[config.mk]
export PLATFORM = sky130hd
export DESIGN_NAME = div_result_bcd
export DESIGN_NICKNAME = d
export VERILOG_FILES = /design/src/rtl/div_pkg.sv /design/src/rtl/dd_channel.sv /design/src/rtl/div_result_bcd.sv
export SDC_FILE = /design/constraint.sdc
export NUM_CORES = 1
export LEC_CHECK = 0
export CORE_ASPECT_RATIO = 0.6
export CORE_MARGIN = 10
export CORE_UTILIZATION = 54
export DETAILED_ROUTE_END_ITERATION = 10
export PLACE_DENSITY = 0.9
export SKIP_LAST_GASP = 1
export SLEW_MARGIN = 20
export SYNTH_ARGS = -nofsm -noshare
export SYNTH_HDL_FRONTEND = slang
export SYNTH_SLANG_ARGS = --single-unit
[constraint.sdc]
create_clock -name clk -period 1.8 [get_ports clk]
set_input_delay 0.36 -clock clk [delete_from_list [all_inputs] [get_ports clk]]
set_output_delay 0.36 -clock clk [all_outputs]
set_load 0.02 [all_outputs]
[src/rtl/div_pkg.sv]
// Shared definitions for the divider result BCD converter: widths, digit count and FSM states.
package div_pkg;

    localparam int unsigned WIDTH_DEF = 8;
    localparam int unsigned BCD_W     = 4;

    function automatic int unsigned digits_for(input int unsigned w);
        return (w + 2) / 3;
    endfunction

    typedef enum logic [1:0] {
        IDLE  = 2'd0,
        SHIFT = 2'd1,
        DONE  = 2'd2
    } state_t;

endpackage

[src/rtl/dd_channel.sv]
// One double-dabble lane: binary shift register plus BCD accumulator with add-3 adjust.
module dd_channel
    import div_pkg::*;
#(
    parameter int unsigned WIDTH  = WIDTH_DEF,
    parameter int unsigned DIGITS = digits_for(WIDTH)
) (
    input  logic                      i_clk,
    input  logic                      i_rst,
    input  logic                      i_load,
    input  logic                      i_step,
    input  logic [WIDTH-1:0]          i_din,
    output logic [BCD_W*DIGITS-1:0]   o_bcd_next
);

    logic [WIDTH-1:0]        r_bin;
    logic [BCD_W*DIGITS-1:0] r_bcd;
    logic [BCD_W*DIGITS-1:0] w_adj;

    always_comb begin
        w_adj = r_bcd;
        for (int unsigned d = 0; d < DIGITS; d++) begin
            if (r_bcd[d*BCD_W +: BCD_W] >= 4'd5)
                w_adj[d*BCD_W +: BCD_W] = r_bcd[d*BCD_W +: BCD_W] + 4'd3;
        end
    end

    // Exposed so the top can capture the final iteration on the same edge it happens.
    assign o_bcd_next = {w_adj[BCD_W*DIGITS-2:0], r_bin[WIDTH-1]};

    always_ff @(posedge i_clk) begin
        if (i_rst) begin
            r_bin <= '0;
            r_bcd <= '0;
        end else if (i_load) begin
            r_bin <= i_din;
            r_bcd <= '0;
        end else if (i_step) begin
            r_bin <= r_bin << 1;
            r_bcd <= o_bcd_next;
        end
    end

endmodule

[src/rtl/div_result_bcd.sv]
// Converts a divider quotient/remainder pair to packed BCD over valid/ready handshakes.
module div_result_bcd
    import div_pkg::*;
#(
    parameter int unsigned WIDTH  = WIDTH_DEF,
    parameter int unsigned DIGITS = digits_for(WIDTH)
) (
    input  logic                    clk,
    input  logic                    rst,
    input  logic                    in_valid,
    output logic                    in_ready,
    input  logic [WIDTH-1:0]        quotient,
    input  logic [WIDTH-1:0]        remainder,
    output logic                    out_valid,
    input  logic                    out_ready,
    output logic [BCD_W*DIGITS-1:0] q_bcd,
    output logic [BCD_W*DIGITS-1:0] r_bcd,
    output logic                    busy
);

    localparam int unsigned   CW   = (WIDTH > 1) ? $clog2(WIDTH) : 1;
    localparam logic [CW-1:0] LAST = CW'(WIDTH - 1);

    state_t                  r_state;
    state_t                  w_next;
    logic [CW-1:0]           r_cnt;
    logic                    w_load;
    logic                    w_step;
    logic                    w_last;
    logic [BCD_W*DIGITS-1:0] w_q_next;
    logic [BCD_W*DIGITS-1:0] w_r_next;
    logic [BCD_W*DIGITS-1:0] r_q_bcd;
    logic [BCD_W*DIGITS-1:0] r_r_bcd;

    dd_channel #(.WIDTH(WIDTH), .DIGITS(DIGITS)) u_q_chan (
        .i_clk      (clk),
        .i_rst      (rst),
        .i_load     (w_load),
        .i_step     (w_step),
        .i_din      (quotient),
        .o_bcd_next (w_q_next)
    );

    dd_channel #(.WIDTH(WIDTH), .DIGITS(DIGITS)) u_r_chan (
        .i_clk      (clk),
        .i_rst      (rst),
        .i_load     (w_load),
        .i_step     (w_step),
        .i_din      (remainder),
        .o_bcd_next (w_r_next)
    );

    always_ff @(posedge clk) begin
        if (rst) r_state <= IDLE;
        else     r_state <= w_next;
    end

    always_comb begin
        w_next = r_state;
        case (r_state)
            IDLE:    if (w_load) w_next = SHIFT;
            SHIFT:   if (w_last) w_next = DONE;
            DONE:    if (out_ready) w_next = IDLE;
            default: w_next = IDLE;
        endcase
    end

    // rst gates in_ready so no accept can be seen during reset.
    always_comb begin
        in_ready  = (r_state == IDLE) && !rst;
        out_valid = (r_state == DONE);
        busy      = (r_state == SHIFT) || (r_state == DONE);
        w_load    = in_ready && in_valid;
        w_step    = (r_state == SHIFT);
        w_last    = w_step && (r_cnt == LAST);
    end

    always_ff @(posedge clk) begin
        if (rst) begin
            r_cnt   <= '0;
            r_q_bcd <= '0;
            r_r_bcd <= '0;
        end else begin
            if (w_load)      r_cnt <= '0;
            else if (w_step) r_cnt <= r_cnt + CW'(1);
            if (w_last) begin
                r_q_bcd <= w_q_next;
                r_r_bcd <= w_r_next;
            end
        end
    end

    assign q_bcd = r_q_bcd;
    assign r_bcd = r_r_bcd;

endmodule

# Yosys cells after proc, flatten, opt, wreduce, memory -nomap -nowiden
# Cells that the tools add are included.
dict set report op_classes {
  add_sub_neg 7
  magnitude_cmp 6
  eq_ne 6
  n_mux 14
  n_reduce_logical 9
}
# op count
set op_table {}
lappend op_table {{2-to-1 mux 8 bit} 4}
lappend op_table {{greater-or-equal comparator 4 x 3 -> 1 bit, second input constant} 6}
lappend op_table {{adder 4 x 2 -> 4 bit, second input constant} 4}
lappend op_table {{2-to-1 mux 4 bit} 4}
lappend op_table {{adder 3 x 2 -> 3 bit, second input constant} 2}
lappend op_table {{2-to-1 mux 2 bit} 3}
lappend op_table {{2-to-1 mux 3 bit} 2}
lappend op_table {{one-hot mux 2 bit (3 select lines)} 1}
lappend op_table {{inequality test 2 x 1 -> 1 bit, second input constant} 2}
lappend op_table {{adder 3 x 1 -> 3 bit, second input constant} 1}
lappend op_table {{equality test 3 bit, second input constant} 1}
lappend op_table {{logical AND 1 bit} 3}
lappend op_table {{AND reduction 3 bit} 1}
lappend op_table {{equality test 2 x 1 -> 1 bit, second input constant} 1}
lappend op_table {{equality test 2 bit, second input constant} 1}
lappend op_table {{logical NOT 2 bit} 1}
lappend op_table {{inequality test 2 bit, second input constant} 1}
lappend op_table {{nonzero test 2 bit} 1}
lappend op_table {{OR reduction 2 bit} 1}
lappend op_table {{logical NOT 1 bit} 1}
lappend op_table {{logical OR 1 bit} 1}
dict set report totals {
  reg_bits 69
  input_bits 20
  output_inout_bits 27
  elab_cells 50
}

# Logic depth before layout (Yosys ltp)
# Gate-level depths: netlist (run 1).
dict set report logic_depth {
  word_depth 5
  ltp_mapped 8
  mapped_depth_nobuf 6
}

# By module
# From an unflattened synthesis (run 1), not the netlist that was laid out.
dict set report unflattened {
  hier_cells 429
  hier_area_um2 3442.1
}
# module instances cells_per_inst area_per_inst_um2 seq_area_each_um2
set modules_own_cells {}
lappend modules_own_cells {dd_channel 2 145 1143.6 400.4}
lappend modules_own_cells {div_result_bcd 1 139 1154.9 580.6}

# Least setup slack after synthesis (run 1)
# OpenSTA, ideal clock, no wires.
dict set report synth_timing {
  path_type {reg-to-reg}
  startpoint {register r_state[1]}
  endpoint {register u_q_chan.r_bcd[9]}
  setup_ns 0.095
  arrival_time_ns 1.406
  t_required_ns 1.705
  slack_ns 0.299
  stages_incl_launch_ff 8
  n_path_buf 2
  synth_period_minus_slack_ns 1.501
  cell_sequence {dfxtp_1 inv_1 ha_1 buf_4 inv_2 buf_6 or4_1 o311ai_1}
}
dict set report synth_via {
  elab_chain_cells 4
  word_cells_on_any_way 5
  classes_between {eq/ne (1); reduce/logical (4)}
}
# element line_no
set synth_lines {}
lappend synth_lines {{start: declaration} div_result_bcd.sv:24} ;# state_t r_state;
lappend synth_lines {{start signal: assignment} div_result_bcd.sv:55} ;# else r_state <= w_next;
lappend synth_lines {{logical NOT 2 bit} div_result_bcd.sv:70} ;# in_ready = (r_state == IDLE) && !rst;
lappend synth_lines {{logical AND 1 bit} div_result_bcd.sv:70}
lappend synth_lines {{logical AND 1 bit} div_result_bcd.sv:73} ;# w_load = in_ready && in_valid;
lappend synth_lines {{OR reduction 2 bit (no line)} -}
lappend synth_lines {{end signal: assignment} dd_channel.sv:40} ;# r_bcd <= o_bcd_next;
lappend synth_lines {{end: declaration} dd_channel.sv:17} ;# logic [BCD_W*DIGITS-1:0] r_bcd;
# Parallel ways exist; a longest one is shown, timed or not.
# A chain may end at the register's enable or synchronous reset.

# Worst setup path in the final report (run 1)
dict set report layout_timing {
  startpoint {register r_state[0]}
  endpoint {output in_ready}
}
dict set report layout_via {
  elab_chain_cells 2
}
# element line_no
set layout_lines {}
lappend layout_lines {{logical NOT 2 bit} div_result_bcd.sv:70}
lappend layout_lines {{logical AND 1 bit} div_result_bcd.sv:70}
lappend layout_lines {{end: declaration} div_result_bcd.sv:11} ;# output logic in_ready,
# No other way between the ends.

==> impl_metrics.ini, run 1 <==
[setup_path]
critPathLaunchType = flop
crit_fanout = 3
cp.required_ns = 1.44
end_kind = output port
r2r_slack_ns = 0.11
r2r_start = u_q_chan.r_bcd[8]
crit_start = r_state[0]
r2r_end = q_bcd[9]
crit_path_end = in_ready
worstPathArrival_ns = 1.35
r2r.worst_path.cells = 6
worstSetupPathType = flop to output port

[job]
cap_viol_max_count = 0

[placement]
io_buffers = 46
dp.cells = 491
dp.final_hpwl_mm = 5.41
place_congestion = 0.810

[pwr]
ir_drop_v = 0.000528
netSwitchingFraction_pct = 26.9
power_frac_clock_pct = 36.7
p_int_mw = 2.49
fin_total_pwr_mw = 3.41
switchingPower_mw = 0.917
p_leak_nw = 1.44
pwr-share-comb_pct = 15.5
p_per_area_nw_per_um2 = 848
p_seq_share_pct = 47.8

[yosys]
synthDistinctLibCells = 33
syn_area_um2 = 3210
synth_edf_count = 0
synth_seq_area_share_pct = 43.1
synth_seq_cells = 69
synth_cells = 368
yosysWarnings = 0
synth_area_per_cell_um2 = 8.71
ys.flop_type = dfxtp_1
synth_fp_nets = 406
async_reset_ff_share_pct = 0

[clocking]
clock-root-buffer = clkbuf_8
cts_buffers = 9
cts_tree = yes
insertion_delay_ns = 0.36
cts_hold_buf = 0
clk_pin_slew_worst_paths_ns = 0.07
cts-htree-levels = 3
clockBufferDepth = 2
clkSinkCount = 69

[cells_and_area]
syn2layout_area_growth_pct = 25.4
fin_util_pct = 71.1
nets = 461
multi_input_area_um2 = 1660
drive_gt1_share_pct = 11.2
regArea_um2 = 1380
fin_cells = 508
fillers = 431
insertedDiodeCount = 0

[sta]
relSlewSlack_pct = 69.2
tightest_slew_ns = 0.462
worst_hold_slack_ns = 0.461
fin_skew_ns = 0.00743
hold_viol_final = 0
setup_viol = 0
timing.fmax_mhz = 585
fin_crit_sh_pct = 94.9
finalCriticalPeriod_ns = 1.71
slew_violations = 0
rsz0062_at_grt = no
fin_setup_tns_ns = 0

[floorplan]
initial_core_util_pct = 56.7
die_h_um = 79.7
die-area_um2 = 9520
fp-row-count = 21
ioPinCount = 47
die-width_um = 119
core_um2 = 5650

[drt]
first_iter_violations = 152
totalWireLength_mm = 7.68
drc_errors = 0
wl_per_cell_um = 15.1
vias = 2809
ant_nets = 0
viasPerCell = 5.53
dr.pass1.iters = 4

[global_route]
grt_pass1_wl_mm = 12.8
grt-ovfl-total = 0
grt_use_total_pct = 16.4
grt_max_degree = 31
antenna_found_initial = 0
first_global_vias = 2628

[status]
status = finished clean

[hold_path]
worstHoldPathType = flop to flop
## worst min-delay path by stage
| stage | startpoint | to | slack [ns] | cells past startpoint |
|---|---|---|---|---|
| floorplan | u_r_chan.r_bin[7] | r_bcd[0] | 0.44 | 2 |
| global placement | r_bcd[10] | r_bcd[10] | 0.44 | 2 |
| detailed placement | r_bcd[10] | r_bcd[10] | 0.46 | 2 |
| CTS | r_bcd[10] | r_bcd[10] | 0.47 | 2 |
| global route | r_bcd[10] | r_bcd[10] | 0.48 | 2 |
| finish | r_bcd[10] | r_bcd[10] | 0.46 | 2 |
## area by class of cell
class,instances,area share [%]
multi-input combinational,258,41.2
sequential,69,34.4
timing repair buffer,67,15.4
clock buffer,12,3.61
tap,80,2.49
inverter,18,1.68
clock inverter,4,1.18
## flip-flops by register name (all words and copies together) (netlist names)
register,cells
r_cnt,3
r_bcd,12
u_q_chan.r_bcd,12
r_state,2
u_r_chan.r_bin,8
u_r_chan.r_bcd,12
q_bcd,12
u_q_chan.r_bin,8
## through the flow
step / area [µm²] / worst slack, ns
6_report: 4020 / 0.0914
5_1_grt: 4020 / 0.00110
4_1_cts: 4020 / -0.0835
3_5_place_dp: 3820 / -0.181
3_3_place_gp: 3820 / -0.134
2_1_floorplan: 3210 / 0.299
## synthesized netlist by cell type, drive strengths merged, types with 4 or more instances
master / n / share of area (%)
xnor2: 5 / 1.4
ha: 18 / 7.0
buf: 10 / 1.8
nor3b: 6 / 1.4
nand3: 8 / 1.2
o21ai: 22 / 3.4
a21oi: 37 / 5.8
dfxtp: 69 / 43
mux2i: 19 / 5.9
a211o: 4 / 1.1
nor2: 38 / 4.4
inv: 18 / 2.1
mux2: 4 / 1.4
clkbuf: 13 / 1.5
a211oi: 25 / 5.9
nand2b: 8 / 1.6
nand3b: 8 / 1.9
nand2: 29 / 3.4
o211ai: 4 / 0.94
o22ai: 8 / 1.6
## critical path: stages, from the launching register on
cell and delay [ns]:
dfxtp_2 0.33, inv_1 0.08, ha_1 0.17, nor2b_1 0.21, clkbuf_2 0.21
## routing by layer
| layer | vias to the layer above | GRT usage, % | wire length, µm |
|---|---|---|---|
| met3 | 16 | 5.16 | 427 |
| met5 | - | 0 | 0 |
| li1 | 1406 | - | - |
| met2 | 77 | 26.1 | 3610 |
| met4 | 0 | 8.63 | 152 |
| met1 | 1310 | 19.7 | 3490 |
## timing repair
action | 4_1_cts | 5_1_grt
buffers inserted | 0 | 1
endpoints found under the setup margin | 3 | 5
gates resized for setup | 5 | 9
## power groups by stage
stage,logic [mW],registers (mW),clock network [mW]
finish,0.527,1.63,1.25
global route,0.581,1.63,1.33
CTS,0.526,1.63,1.26
detailed placement,0.523,1.66,0
global placement,0.505,1.66,0
floorplan,0.363,1.65,0
## cells in the final DEF (no fill, tap or decap), types with 4 or more instances in the layout
cell type,n
a211o_1,4
a211oi_1,25
a21oi_1,37
buf_4,19
clkbuf_8,10
clkdlybuf4s50_1,43
dfxtp_1,67
ha_1,17
inv_1,17
mux2_2,4
mux2i_1,19
nand2_1,29
nand2b_1,8
nand3_1,8
nand3b_1,8
nor2_1,37
nor3b_1,6
o211ai_1,4
o21ai_0,22
o22ai_1,8
xnor2_1,5
## cells by family (layout without fill, tap and decap cells)
family | Yosys count | after routing | share of synthesized area [%]
AND/OR/NAND/NOR | 109 | 109 | 16.3
AO/OA/AOI/OAI | 103 | 103 | 19.5
flip-flops | 69 | 69 | 43.1
multiplexers | 23 | 23 | 7.34
XOR/XNOR | 5 | 5 | 1.37
buffers and inverters | 41 | 101 | 5.43
adder cells (fa/ha/maj) | 18 | 18 | 7.03
(Power assumes the default switching activity.)
==> run 2: changes to the inputs <==
--- a/config.mk
+++ b/config.mk
@@ -5,6 +5,7 @@
 export SDC_FILE = /design/constraint.sdc
 export NUM_CORES = 1
 export LEC_CHECK = 0
+export CAP_MARGIN = 20
 export CORE_ASPECT_RATIO = 0.6
 export CORE_MARGIN = 10
 export CORE_UTILIZATION = 54
==> constraint.sdc (replaced) <==
create_clock -name clk -period 1.96 [get_ports clk]
set_input_delay 0.392 -clock clk [delete_from_list [all_inputs] [get_ports clk]]
set_output_delay 0.392 -clock clk [all_outputs]
set_load 0.02 [all_outputs]
==> impl_metrics.ini, run 2 (synthesis results as in run 1) <==
[pwr]
p_per_area_nw_per_um2 = 799
ir_drop_v = 0.000704
fin_total_pwr_mw = 3.18
p_leak_nw = 1.42

[drt]
dr.pass1.iters = 4
wl_per_cell_um = 15.8
vias = 2824
ant_nets = 0
totalWireLength_mm = 7.89
first_iter_violations = 266
drc_errors = 0
viasPerCell = 5.64

[hold_path]
whs_endpoint = r_bcd[10]
min-delay-start = r_bcd[10]
whs_path_depth = 2
worstHoldPathType = flop to flop

[setup_path]
crit_fanout = 3
path_cells = inv_1 -> ha_1 -> dlygate4sd2_1
critPathLaunchType = flop
r2r_start = r_state[1]
worstSetupPathType = flop to output port
cpPeakStageDelay_ns = 0.38
r2r_end = r_bcd[9]
r2r_slack_ns = 0.09
worstPathArrival_ns = 1.48
r2r.worst_path.cells = 7
end_kind = output port
cp.required_ns = 1.57
slowest_stage = dfxtp_1

[global_route]
antenna_found_initial = 0
first_global_vias = 2834
grt-ovfl-total = 0
grt_use_total_pct = 16.9
grt_pass1_wl_mm = 13.4
grt_max_degree = 33

[cells_and_area]
nets = 454
insertedDiodeCount = 0
fin_util_pct = 70.5
fillers = 432
layout_commonest_cell = dfxtp_1
drive_gt1_share_pct = 9.03
final_cell_mix = dfxtp_1 (69), clkdlybuf4s50_1 (43), nor2_1 (38)
syn2layout_area_growth_pct = 24.2
fin_cells = 501

[sta]
hold_viol_final = 0
fin_skew_ns = 0.00380
fin_setup_tns_ns = 0
relSlewSlack_pct = 70.4
rsz0062_at_grt = yes
fin_crit_sh_pct = 95.7
tightest_slew_ns = 0.444
timing.fmax_mhz = 533
slew_violations = 0
setup_viol = 0
finalCriticalPeriod_ns = 1.87

[placement]
io_buffers = 46
dp.final_hpwl_mm = 5.69
dp.cells = 485
place_congestion = 0.803

[floorplan]
die-area_um2 = 9520
fp-row-count = 21
die-width_um = 119
initial_core_util_pct = 56.7
core_um2 = 5650
ioPinCount = 47
die_h_um = 79.7

[clocking]
clk_pin_slew_worst_paths_ns = 0.07
cts-htree-levels = 3
clkSinkCount = 69
cts_buffers = 9
clockBufferDepth = 2
insertion_delay_ns = 0.35
cts_tree = yes
cts_hold_buf = 0
clock-root-buffer = clkbuf_8

[job]
cap_viol_max_count = 0

[status]
status = finished clean
## run 2: metrics by stage
step | hold slack [ns] | worst slack [ns] | instance area (µm²)
final | 0.462 | 0.0851 | 3980
after global routing | 0.502 | -0.0241 | 3980
after CTS | 0.470 | -0.0428 | 3990
after detailed placement | 0.458 | -0.106 | 3780
after global placement | 0.445 | -0.0899 | 3780
after floorplan | 0.444 | 0.459 | 3210
## run 2: repair_timing
action | in CTS | in global routing
buffers inserted | 0 | 0
resized for setup | 3 | 2
setup endpoints to repair | 3 | 4
## run 2: power breakdown
part / total, mW / switching [mW] / internal, mW
clock network: 1.21 / 0.526 / 0.685
registers: 1.49 / 0.0401 / 1.45
logic: 0.477 / 0.273 / 0.204
## run 2: routing by layer
| metal | up-vias | global-route usage (%) | routed length, µm |
|---|---|---|---|
| li1 | 1396 | - | - |
| met1 | 1331 | 19.3 | 3340 |
| met2 | 82 | 28.1 | 3820 |
| met3 | 15 | 6.21 | 598 |
| met4 | 0 | 7.31 | 131 |
| met5 | - | 0 | 0 |
## run 2: worst max path at each step
stage / to / cells after the start / slack (ns) / start
5_1_grt: r_bcd[9] / 7 / -0.02 / r_state[1]
2_1_floorplan: u_q_chan.r_bcd[9] / 7 / 0.46 / r_state[1]
6_report: busy / 3 / 0.09 / r_state[0]
3_5_place_dp: in_ready / 3 / -0.11 / rst
4_1_cts: in_ready / 4 / -0.04 / r_state[0]
3_3_place_gp: in_ready / 3 / -0.09 / rst
## run 2: area by class of cell
class	instances	area [µm²]	area share (%)
Multi-Input combinational cell	258	1650	41.5
Clock buffer	12	165	4.15
Sequential cell	69	1380	34.7
Timing Repair Buffer	60	571	14.3
Inverter	18	67.6	1.70
Clock inverter	4	45.0	1.13
Tap cell	80	100	2.51
## run 2: critical path, delay by kind of cell (launching register included)
kind / cells / cell delay (ns)
adders and majority gates: 1 / 0.32
buffers and inverters: 2 / 0.43
DFF: 1 / 0.38
